**src/rtl/kbd_pkg.sv**
```systemverilog
// Shared types and PS/2 byte constants for the key event decoder.
// Holds the decoder state encoding and the decoded key event record.
package kbd_pkg;

   typedef enum logic [1:0] {
      ST_IDLE    = 2'd0,
      ST_EXT     = 2'd1,
      ST_BRK     = 2'd2,
      ST_EXT_BRK = 2'd3
   } kbd_state_e;

   localparam logic [7:0] PS2_PREFIX_EXT = 8'hE0;
   localparam logic [7:0] PS2_PREFIX_BRK = 8'hF0;
   localparam logic [7:0] PS2_BAT_OK     = 8'hAA;
   localparam logic [7:0] PS2_NULL       = 8'h00;
   localparam logic [7:0] PS2_OVERRUN    = 8'hFF;

   typedef struct packed {
      logic       ext;
      logic       rel;
      logic [7:0] code;
   } key_event_t;

   // Keyboard status bytes that carry no key information when seen between events.
   function automatic logic is_status_byte(input logic [7:0] b);
      return (b == PS2_BAT_OK) || (b == PS2_NULL) || (b == PS2_OVERRUN);
   endfunction

endpackage

```
**src/rtl/prefix_timer.sv**
```systemverilog
// Saturating cycle counter that flags when a prefix has waited too long
// for its follow-on byte.
module prefix_timer #(
   parameter int unsigned TIMEOUT_CYCLES = 1_000_000
) (
   input  logic clk,
   input  logic rst,
   input  logic clear,
   input  logic enable,
   output logic expired
);

   localparam int unsigned CW = (TIMEOUT_CYCLES > 1) ? $clog2(TIMEOUT_CYCLES) : 1;
   localparam logic [CW-1:0] LAST = CW'(TIMEOUT_CYCLES - 1);

   logic [CW-1:0] cnt_q;
   logic [CW-1:0] cnt_d;

   // Stops at LAST so a long stall can never wrap back into a false window.
   always_comb begin
      cnt_d = cnt_q;
      if (clear) begin
         cnt_d = '0;
      end else if (enable && (cnt_q != LAST)) begin
         cnt_d = cnt_q + CW'(1);
      end
   end

   always_ff @(posedge clk or negedge rst) begin
      if (!rst) begin
         cnt_q <= '0;
      end else begin
         cnt_q <= cnt_d;
      end
   end

   assign expired = enable && (cnt_q == LAST);

endmodule

```
**src/rtl/key_event_decoder.sv**
```systemverilog
// PS/2 set-2 byte stream to key make/break event decoder with repeat
// suppression, held-key tracking and a short history of pressed keys.
module key_event_decoder
   import kbd_pkg::*;
#(
   parameter int unsigned TIMEOUT_CYCLES = 1_000_000
) (
   input  logic        clk,
   input  logic        rst,
   input  logic        valid_scan_code,
   input  logic [7:0]  scan_code_out,
   output logic        key_valid,
   output logic [7:0]  key_code,
   output logic        key_ext,
   output logic        key_release,
   output logic [31:0] key_hist,
   output logic        held_valid,
   output logic [8:0]  held_code,
   output logic        proto_err,
   output kbd_state_e  dbg_state_o
);

   kbd_state_e state_q;
   kbd_state_e state_d;

   logic       tmo_expired;
   logic       byte_is_ext;
   logic       byte_is_brk;

   logic       ev_make;
   logic       ev_brk;
   logic       ev_err;
   key_event_t ev;

   logic        key_valid_q,   key_valid_d;
   logic [7:0]  key_code_q,    key_code_d;
   logic        key_ext_q,     key_ext_d;
   logic        key_release_q, key_release_d;
   logic [31:0] key_hist_q,    key_hist_d;
   logic        held_valid_q,  held_valid_d;
   logic [8:0]  held_code_q,   held_code_d;
   logic        proto_err_q,   proto_err_d;
   logic        held_match;

   assign byte_is_ext = (scan_code_out == PS2_PREFIX_EXT);
   assign byte_is_brk = (scan_code_out == PS2_PREFIX_BRK);

   // Any accepted byte restarts the window, so every prefix state is entered with a fresh count.
   prefix_timer #(
      .TIMEOUT_CYCLES (TIMEOUT_CYCLES)
   ) u_prefix_timer (
      .clk     (clk),
      .rst     (rst),
      .clear   (valid_scan_code),
      .enable  (state_q != ST_IDLE),
      .expired (tmo_expired)
   );

   always_ff @(posedge clk or negedge rst) begin
      if (!rst) begin
         state_q <= ST_IDLE;
      end else begin
         state_q <= state_d;
      end
   end

   always_comb begin
      state_d = state_q;
      unique case (state_q)
         ST_IDLE: begin
            if (valid_scan_code) begin
               if (byte_is_ext)      state_d = ST_EXT;
               else if (byte_is_brk) state_d = ST_BRK;
            end
         end
         ST_EXT: begin
            if (valid_scan_code) begin
               state_d = byte_is_brk ? ST_EXT_BRK : ST_IDLE;
            end else if (tmo_expired) begin
               state_d = ST_IDLE;
            end
         end
         ST_BRK, ST_EXT_BRK: begin
            if (valid_scan_code || tmo_expired) state_d = ST_IDLE;
         end
         default: state_d = ST_IDLE;
      endcase
   end

   // A byte on the expiry cycle is decoded; the timeout only fires on an empty cycle.
   always_comb begin
      ev_make = 1'b0;
      ev_brk  = 1'b0;
      ev_err  = 1'b0;
      ev      = '{ext: 1'b0, rel: 1'b0, code: scan_code_out};
      unique case (state_q)
         ST_IDLE: begin
            if (valid_scan_code && !byte_is_ext && !byte_is_brk &&
                !is_status_byte(scan_code_out)) begin
               ev_make = 1'b1;
            end
         end
         ST_EXT: begin
            if (valid_scan_code) begin
               if (byte_is_ext) begin
                  ev_err = 1'b1;
               end else if (!byte_is_brk) begin
                  ev_make = 1'b1;
                  ev.ext  = 1'b1;
               end
            end else if (tmo_expired) begin
               ev_err = 1'b1;
            end
         end
         ST_BRK, ST_EXT_BRK: begin
            if (valid_scan_code) begin
               if (byte_is_ext || byte_is_brk) begin
                  ev_err = 1'b1;
               end else begin
                  ev_brk = 1'b1;
                  ev.rel = 1'b1;
                  ev.ext = (state_q == ST_EXT_BRK);
               end
            end else if (tmo_expired) begin
               ev_err = 1'b1;
            end
         end
         default: ev_err = 1'b0;
      endcase
   end

   assign held_match = held_valid_q && (held_code_q == {ev.ext, ev.code});

   always_comb begin
      key_valid_d   = 1'b0;
      key_code_d    = key_code_q;
      key_ext_d     = key_ext_q;
      key_release_d = key_release_q;
      key_hist_d    = key_hist_q;
      held_valid_d  = held_valid_q;
      held_code_d   = held_code_q;
      proto_err_d   = ev_err;
      // Typematic repeats of the held key are swallowed entirely.
      if (ev_make && !held_match) begin
         key_valid_d   = 1'b1;
         key_code_d    = ev.code;
         key_ext_d     = ev.ext;
         key_release_d = 1'b0;
         key_hist_d    = {key_hist_q[23:0], ev.code};
         held_valid_d  = 1'b1;
         held_code_d   = {ev.ext, ev.code};
      end
      if (ev_brk) begin
         key_valid_d   = 1'b1;
         key_code_d    = ev.code;
         key_ext_d     = ev.ext;
         key_release_d = 1'b1;
         if (held_match) held_valid_d = 1'b0;
      end
   end

   always_ff @(posedge clk or negedge rst) begin
      if (!rst) begin
         key_valid_q   <= 1'b0;
         key_code_q    <= 8'h00;
         key_ext_q     <= 1'b0;
         key_release_q <= 1'b0;
         key_hist_q    <= 32'h0;
         held_valid_q  <= 1'b0;
         held_code_q   <= 9'h000;
         proto_err_q   <= 1'b0;
      end else begin
         key_valid_q   <= key_valid_d;
         key_code_q    <= key_code_d;
         key_ext_q     <= key_ext_d;
         key_release_q <= key_release_d;
         key_hist_q    <= key_hist_d;
         held_valid_q  <= held_valid_d;
         held_code_q   <= held_code_d;
         proto_err_q   <= proto_err_d;
      end
   end

   assign key_valid   = key_valid_q;
   assign key_code    = key_code_q;
   assign key_ext     = key_ext_q;
   assign key_release = key_release_q;
   assign key_hist    = key_hist_q;
   assign held_valid  = held_valid_q;
   assign held_code   = held_code_q;
   assign proto_err   = proto_err_q;
   assign dbg_state_o = state_q;

endmodule

```
**config.mk**
```make
export PLATFORM = sky130hd
export DESIGN_NAME = key_event_decoder
export DESIGN_NICKNAME = d
export VERILOG_FILES = /design/src/rtl/kbd_pkg.sv /design/src/rtl/prefix_timer.sv /design/src/rtl/key_event_decoder.sv
export SDC_FILE = /design/constraint.sdc
export NUM_CORES = 1
export LEC_CHECK = 0
export ABC_AREA = 1
export CORE_AREA = 2 2 87 89
export DETAILED_ROUTE_END_ITERATION = 10
export DIE_AREA = 0 0 89 91
export PLACE_DENSITY = 0.78
export SLEW_MARGIN = 20
export SYNTH_ARGS = -nofsm -noshare
export SYNTH_HDL_FRONTEND = slang
export SYNTH_SLANG_ARGS = --single-unit
```
**constraint.sdc**
```tcl
create_clock -name clk -period 2.28 [get_ports clk]
set_input_delay 0.342 -clock clk [delete_from_list [all_inputs] [get_ports clk]]
set_output_delay 0.342 -clock clk [all_outputs]
set_load 0.01 [all_outputs]
```
After elaboration in Yosys (flattened, before gate mapping)
Cells that the tools add are included.
{"block": "op_classes", "addsub": 1, "eq_ne": 14, "n_mux": 38, "n_reduce_logical": 22}
{"operator": "$mux 20", "count": 2}
{"operator": "$eq 8x8->1 const B", "count": 4}
{"operator": "$mux 1", "count": 21}
{"operator": "$add 20x1->20 const B", "count": 1}
{"operator": "$eq 20x20->1 const B", "count": 1}
{"operator": "$ne 20x20->1 const B", "count": 1}
{"operator": "$mux 2", "count": 9}
{"operator": "$mux 8", "count": 2}
{"operator": "$eq 9x9->1", "count": 1}
{"operator": "$logic_not 8->1", "count": 1}
{"operator": "$logic_and 1x1->1", "count": 7}
{"operator": "$ne 3x3->1 const B", "count": 2}
{"operator": "$pmux 1 s2", "count": 3}
{"operator": "$pmux 2 s3", "count": 1}
{"operator": "$reduce_bool 2->1", "count": 3}
{"operator": "$eq 2x2->1 const B", "count": 2}
{"operator": "$logic_not 1->1", "count": 4}
{"operator": "$logic_or 1x1->1", "count": 4}
{"operator": "$ne 2x2->1 const B", "count": 2}
{"operator": "$reduce_and 4->1", "count": 1}
{"operator": "$eq 2x1->1 const B", "count": 1}
{"operator": "$logic_not 2->1", "count": 1}
{"operator": "$reduce_or 2->1", "count": 1}
{"block": "totals", "reg_bits": 76, "inputBits": 11, "out_inout_bits": 56, "wordCells": 85}

Longest topological paths before layout
{"block": "depth", "word_depth": 12, "mapped_depth": 12, "ltp_nobuf": 11}

By module
From an unflattened synthesis, not the netlist that was laid out.
{"block": "hier_totals", "hier_cells": 481, "hier_area_um2": 3754.9}
{"module": "key_event_decoder", "n_inst": 1, "cells_each": 274, "area_each_um2": 2267.2}
{"module": "prefix_timer", "n_inst": 1, "cells_each": 207, "area_each_um2": 1487.7}

Worst setup path after synthesis
No wires, ideal clock.
{"block": "synth_timing", "path_kind": "register -> register", "startpoint": "reg u_prefix_timer.cnt_q[0]", "endpoint": "reg u_prefix_timer.cnt_q[15]", "setup_time_ns": 0.118, "t_arrival_ns": 1.500, "t_required_ns": 2.162, "setup_slack_ns": 0.662, "stages_incl_launch_ff": 10, "path_buffers": 1, "period_less_slack_ns": 1.618, "path_cell_list": "dfrtp_1 -> ha_1 -> nand3_1 -> nor2_2 -> nand4_1 -> nand2_1 -> nand2_2 -> clkbuf_1 -> nand3_1 -> nand2_1"}
{"block": "synth_via", "elab_chain_cells": 3}
{"item": "start, declared", "line": "prefix_timer.sv:16", "rtl": "logic [CW-1:0] cnt_q;"}
{"item": "start signal, assigned", "line": "prefix_timer.sv:33", "rtl": "cnt_q <= cnt_d;"}
{"item": "$add 20x1->20 / $ne 20x20->1 (equally long branches)", "line": "prefix_timer.sv:25, prefix_timer.sv:24"}
{"item": "$mux 20 / $logic_and 1x1->1 (equally long branches)", "line": "prefix_timer.sv:24", "rtl": "end else if (enable && (cnt_q != LAST)) begin"}
{"item": "$mux 20 / $reduce_bool 2->1 (equally long branches)"}
Parallel ways exist; a longest one is shown, timed or not. The select of a mux whose other input is x is not followed.
A chain may end at the register's enable or synchronous reset.

Worst setup path in the final report
{"block": "layout_timing", "startpoint": "reg u_prefix_timer.cnt_q[0]", "endpoint": "reg u_prefix_timer.cnt_q[18]"}
The elaborated chain is that of the path after synthesis.

==> run summary <==
Crit-path cells: ha_1 -> nand3_1 -> nor2_2 -> nand4_1 -> nand2_1 -> nand2_2 -> clkinv_1 -> o21ai_0
Worst EP required: 2540 ps
Status: finished, violations left
Fill count: 607
Clock transition at path regs: 80 ps
R2r worst-path depth: 8
Sequential element share of the synthesized area: 0.465
Max-cap viol count: 0
Worst r2r src: u_prefix_timer.cnt_q[0]
H-tree depth: 3
Area of the multi-input gates: 1650 µm²
Crit path time final: 1940 ps
CP max-delay cell: dfrtp_1
CP startpoint: u_prefix_timer.cnt_q[0]
Post-DP HPWL: 6.56 mm
Failing checks: negative hold slack
Root buffer cell: clkbuf_8
Netlist cell types: 32
Largest family of logic cells by synthesized area: simple AND/OR/NAND/NOR gates
Mapped Area: 3660 µm²
Worst-case clock buffer depth: 2
Die H: 91 µm
Hold slack: -15.5 ps
Die Area: 8100 µm²
Synth Area in XOR/XNOR: 0.0240
CP endpoint: u_prefix_timer.cnt_q[18]
Remaining antenna violation count: 0
Setup Crit Path Kind: register to register
Std cell rows: 31
Final setup viols: 0
FMAX: 515 MHz
DR pass1 iterations: 5
CTS tree: yes
Cts repair resizes: 0
Hold WC Path Type: primary input to asynchronous set/reset pin
Synthesized area per cell: 8.02 µm²
Mux share of post-synthesis cell area: 0
Initial core utilization: 0.512
Iter 0 DRT Violations: 184
Global route total overflow: 0
Pins Over Slew Limit: 0
CP Max Fanout: 10
First-pass GRT wire length: 14.8 mm
Seq. cell area: 1700 µm²
Die Wd: 89 µm
Synth warnings: 0
Vias post-DR: 3268
Synth Area in Compound Gates: 0.0626
Layout cells sized above 1: 0.151
R2R Setup Slk: 340 ps
PD cells: 1030 nW/µm²
Leak: 2.14 nW
RSZ-0062 raised after global routing: no
Adder-Cell Fraction of Synth Area: 0.00342
Setup TNS: 0 ps
Synth Area in Simple Gates: 0.361
RR Endpoint: u_prefix_timer.cnt_q[18]
Drt drc: 0
Clk sinks: 68
Nets@finish: 544
Final instance area: 4680 µm²
Least-Margin Pin Slew: 604 ps
CTS buffer count: 9
Post-Route WL: 8.93 mm
Fin. Hold Viols: 23
Initial antenna violation count: 0
Input/output buffers: 66
Core Area: 7140 µm²
Setup crit end kind: register
Skew final: 6.39 ps
Drt wl/cell: 14.0 µm
Skew-Pair Late Insertion Delay: 360 ps
Relative slew slack: 0.598
Vias/cell: 5.14
Syn Inst Count: 456
CP Launch Type: register
Syn nets: 468
# IOs: 67
Layout area overhead: 27.9%
Period Utilization, post-route: 0.851
Tot GR Track Use: 0.235
Arr. time, crit path: 2200 ps
Vias in the first global route: 3051
Crit-path max cell delay: 440 ps
CTS Hold Bufs: 0
VDD IR max: 615 µV
Placed inst area: 4440 µm²
Pin count of the biggest net entering global routing: 46
Diode count: 0
Routability Congestion: 0.924
Yosys reg bits: 68
Post-CTS Setup Repair Bufs: 0
## state kept, by name, indices dropped and copies added (netlist names)
name and count:
dbg_state_o 2, key_code 8, held_valid 1, key_release 1, key_ext 1, key_valid 1
u_prefix_timer.cnt_q 20, key_hist 32, proto_err 1, held_code 1
## power breakdown
| group | internal, mW | switching, mW |
|---|---|---|
| Clock | 0.655 | 0.503 |
| Combinational | 0.933 | 0.858 |
| Sequential | 1.53 | 0.310 |
| Total | 3.12 | 1.67 |
## Yosys cell counts
cell type  instances  area, µm²
o21ai_0           17       85.1
nand2_2           11       68.8
nand3_2            9       90.1
nor3b_1            2       15.0
dfrtp_1           68       1700
nand3_4            1       17.5
nand2_8            1       20.0
a21oi_1            2       10.0
nor4_1             1       6.26
xor2_1             6       52.6
o21ai_2           11       96.3
inv_2              3       11.3
o31ai_1            5       37.5
nand4_1           12       75.1
xnor2_1            4       35.0
and2_1             1       6.26
buf_2              7       35.0
or2_2              1       6.26
nand2_4            1       11.3
buf_8              1       15.0
nand2_1          150        563
clkinv_1           2       7.51
clkbuf_1           2       7.51
nor2_1            37        139
buf_6              4       45.0
nor2_2             4       25.0
inv_1             28        105
ha_1               1       12.5
nand3_1           43        215
nor3_1            12       60.1
buf_4              8       60.1
buf_12             1       20.0
## cell type report
type / instances / area share
Sequential cell: 68 / 0.364
Multi-Input combinational cell: 332 / 0.352
Timing Repair Buffer: 88 / 0.181
Clock buffer: 10 / 0.0294
Inverter: 33 / 0.0265
Tap cell: 99 / 0.0265
Clock inverter: 6 / 0.0203
## worst min-delay path by stage
stage / from / end / slack, ps / depth (start not counted)
final: rst / key_code[0] / -20 / 1
after global routing: rst / key_code[0] / 20 / 1
after CTS: rst / key_code[0] / 1 / 1
after detailed placement: rst / key_code[0] / 370 / 1
after global placement: rst / key_code[0] / 370 / 1
after floorplan: rst / dbg_state_o[0] / 50 / 0
## metrics by stage
stage	cells	worst slack, ps	power, mW	utilization
6_report	636	340	4.79	0.655
5_1_grt	636	154	5.07	0.655
4_1_cts	636	349	4.82	0.655
3_5_place_dp	620	12.4	3.66	0.623
3_3_place_gp	620	78.7	3.61	0.623
2_1_floorplan	456	662	2.74	-
## cell usage in the layout, fill, tap and decap left out
cell and instances:
nand2_1 150, dfrtp_1 68, clkdlybuf4s50_1 65, nand3_1 43, nor2_1 37, inv_1 28
buf_4 20, o21ai_0 17, nand4_1 12, nor3_1 12, nand2_2 11, o21ai_2 11
clkbuf_8 10, nand3_2 9, xor2_1 6, o31ai_1 5, nor2_2 4, xnor2_1 4
inv_2 3, clkinv_4 3, a21oi_1 2, clkinv_1 2, nor3b_1 2, bufinv_16 2
buf_12 2, nor4_1 1, nand3_4 1, and2_1 1, nand2_8 1, nand2_4 1
or2_2 1, ha_1 1, inv_6 1, buf_2 1
## cell families (layout without fill, tap and decap cells)
family	after synthesis	count (layout)
and+or+nand+nor	286	286
xor gates and xnor gates	10	10
adders and majority gates	1	1
AOI/OAI and AO/OA	35	35
DFF	68	68
buffers and inverters	56	137
## critical path, delay by kind of cell, from the launching register on
family / cells / cell delay (ps)
buffers and inverters: 1 / 260
adder cells (fa/ha/maj): 1 / 240
flip-flops: 1 / 440
AND/OR/NAND/NOR: 5 / 640
AO/OA/AOI/OAI: 1 / 270
## routing by layer
| metal | up-vias | GRT usage | wire [µm] |
|---|---|---|---|
| met1 | 1538 | 0.347 | 4220 |
| met5 | - | 0 | 0 |
| met4 | 0 | 0.0684 | 119 |
| met2 | 100 | 0.339 | 4100 |
| met3 | 10 | 0.0645 | 494 |
| li1 | 1620 | - | - |
(Power assumes the default switching activity.)
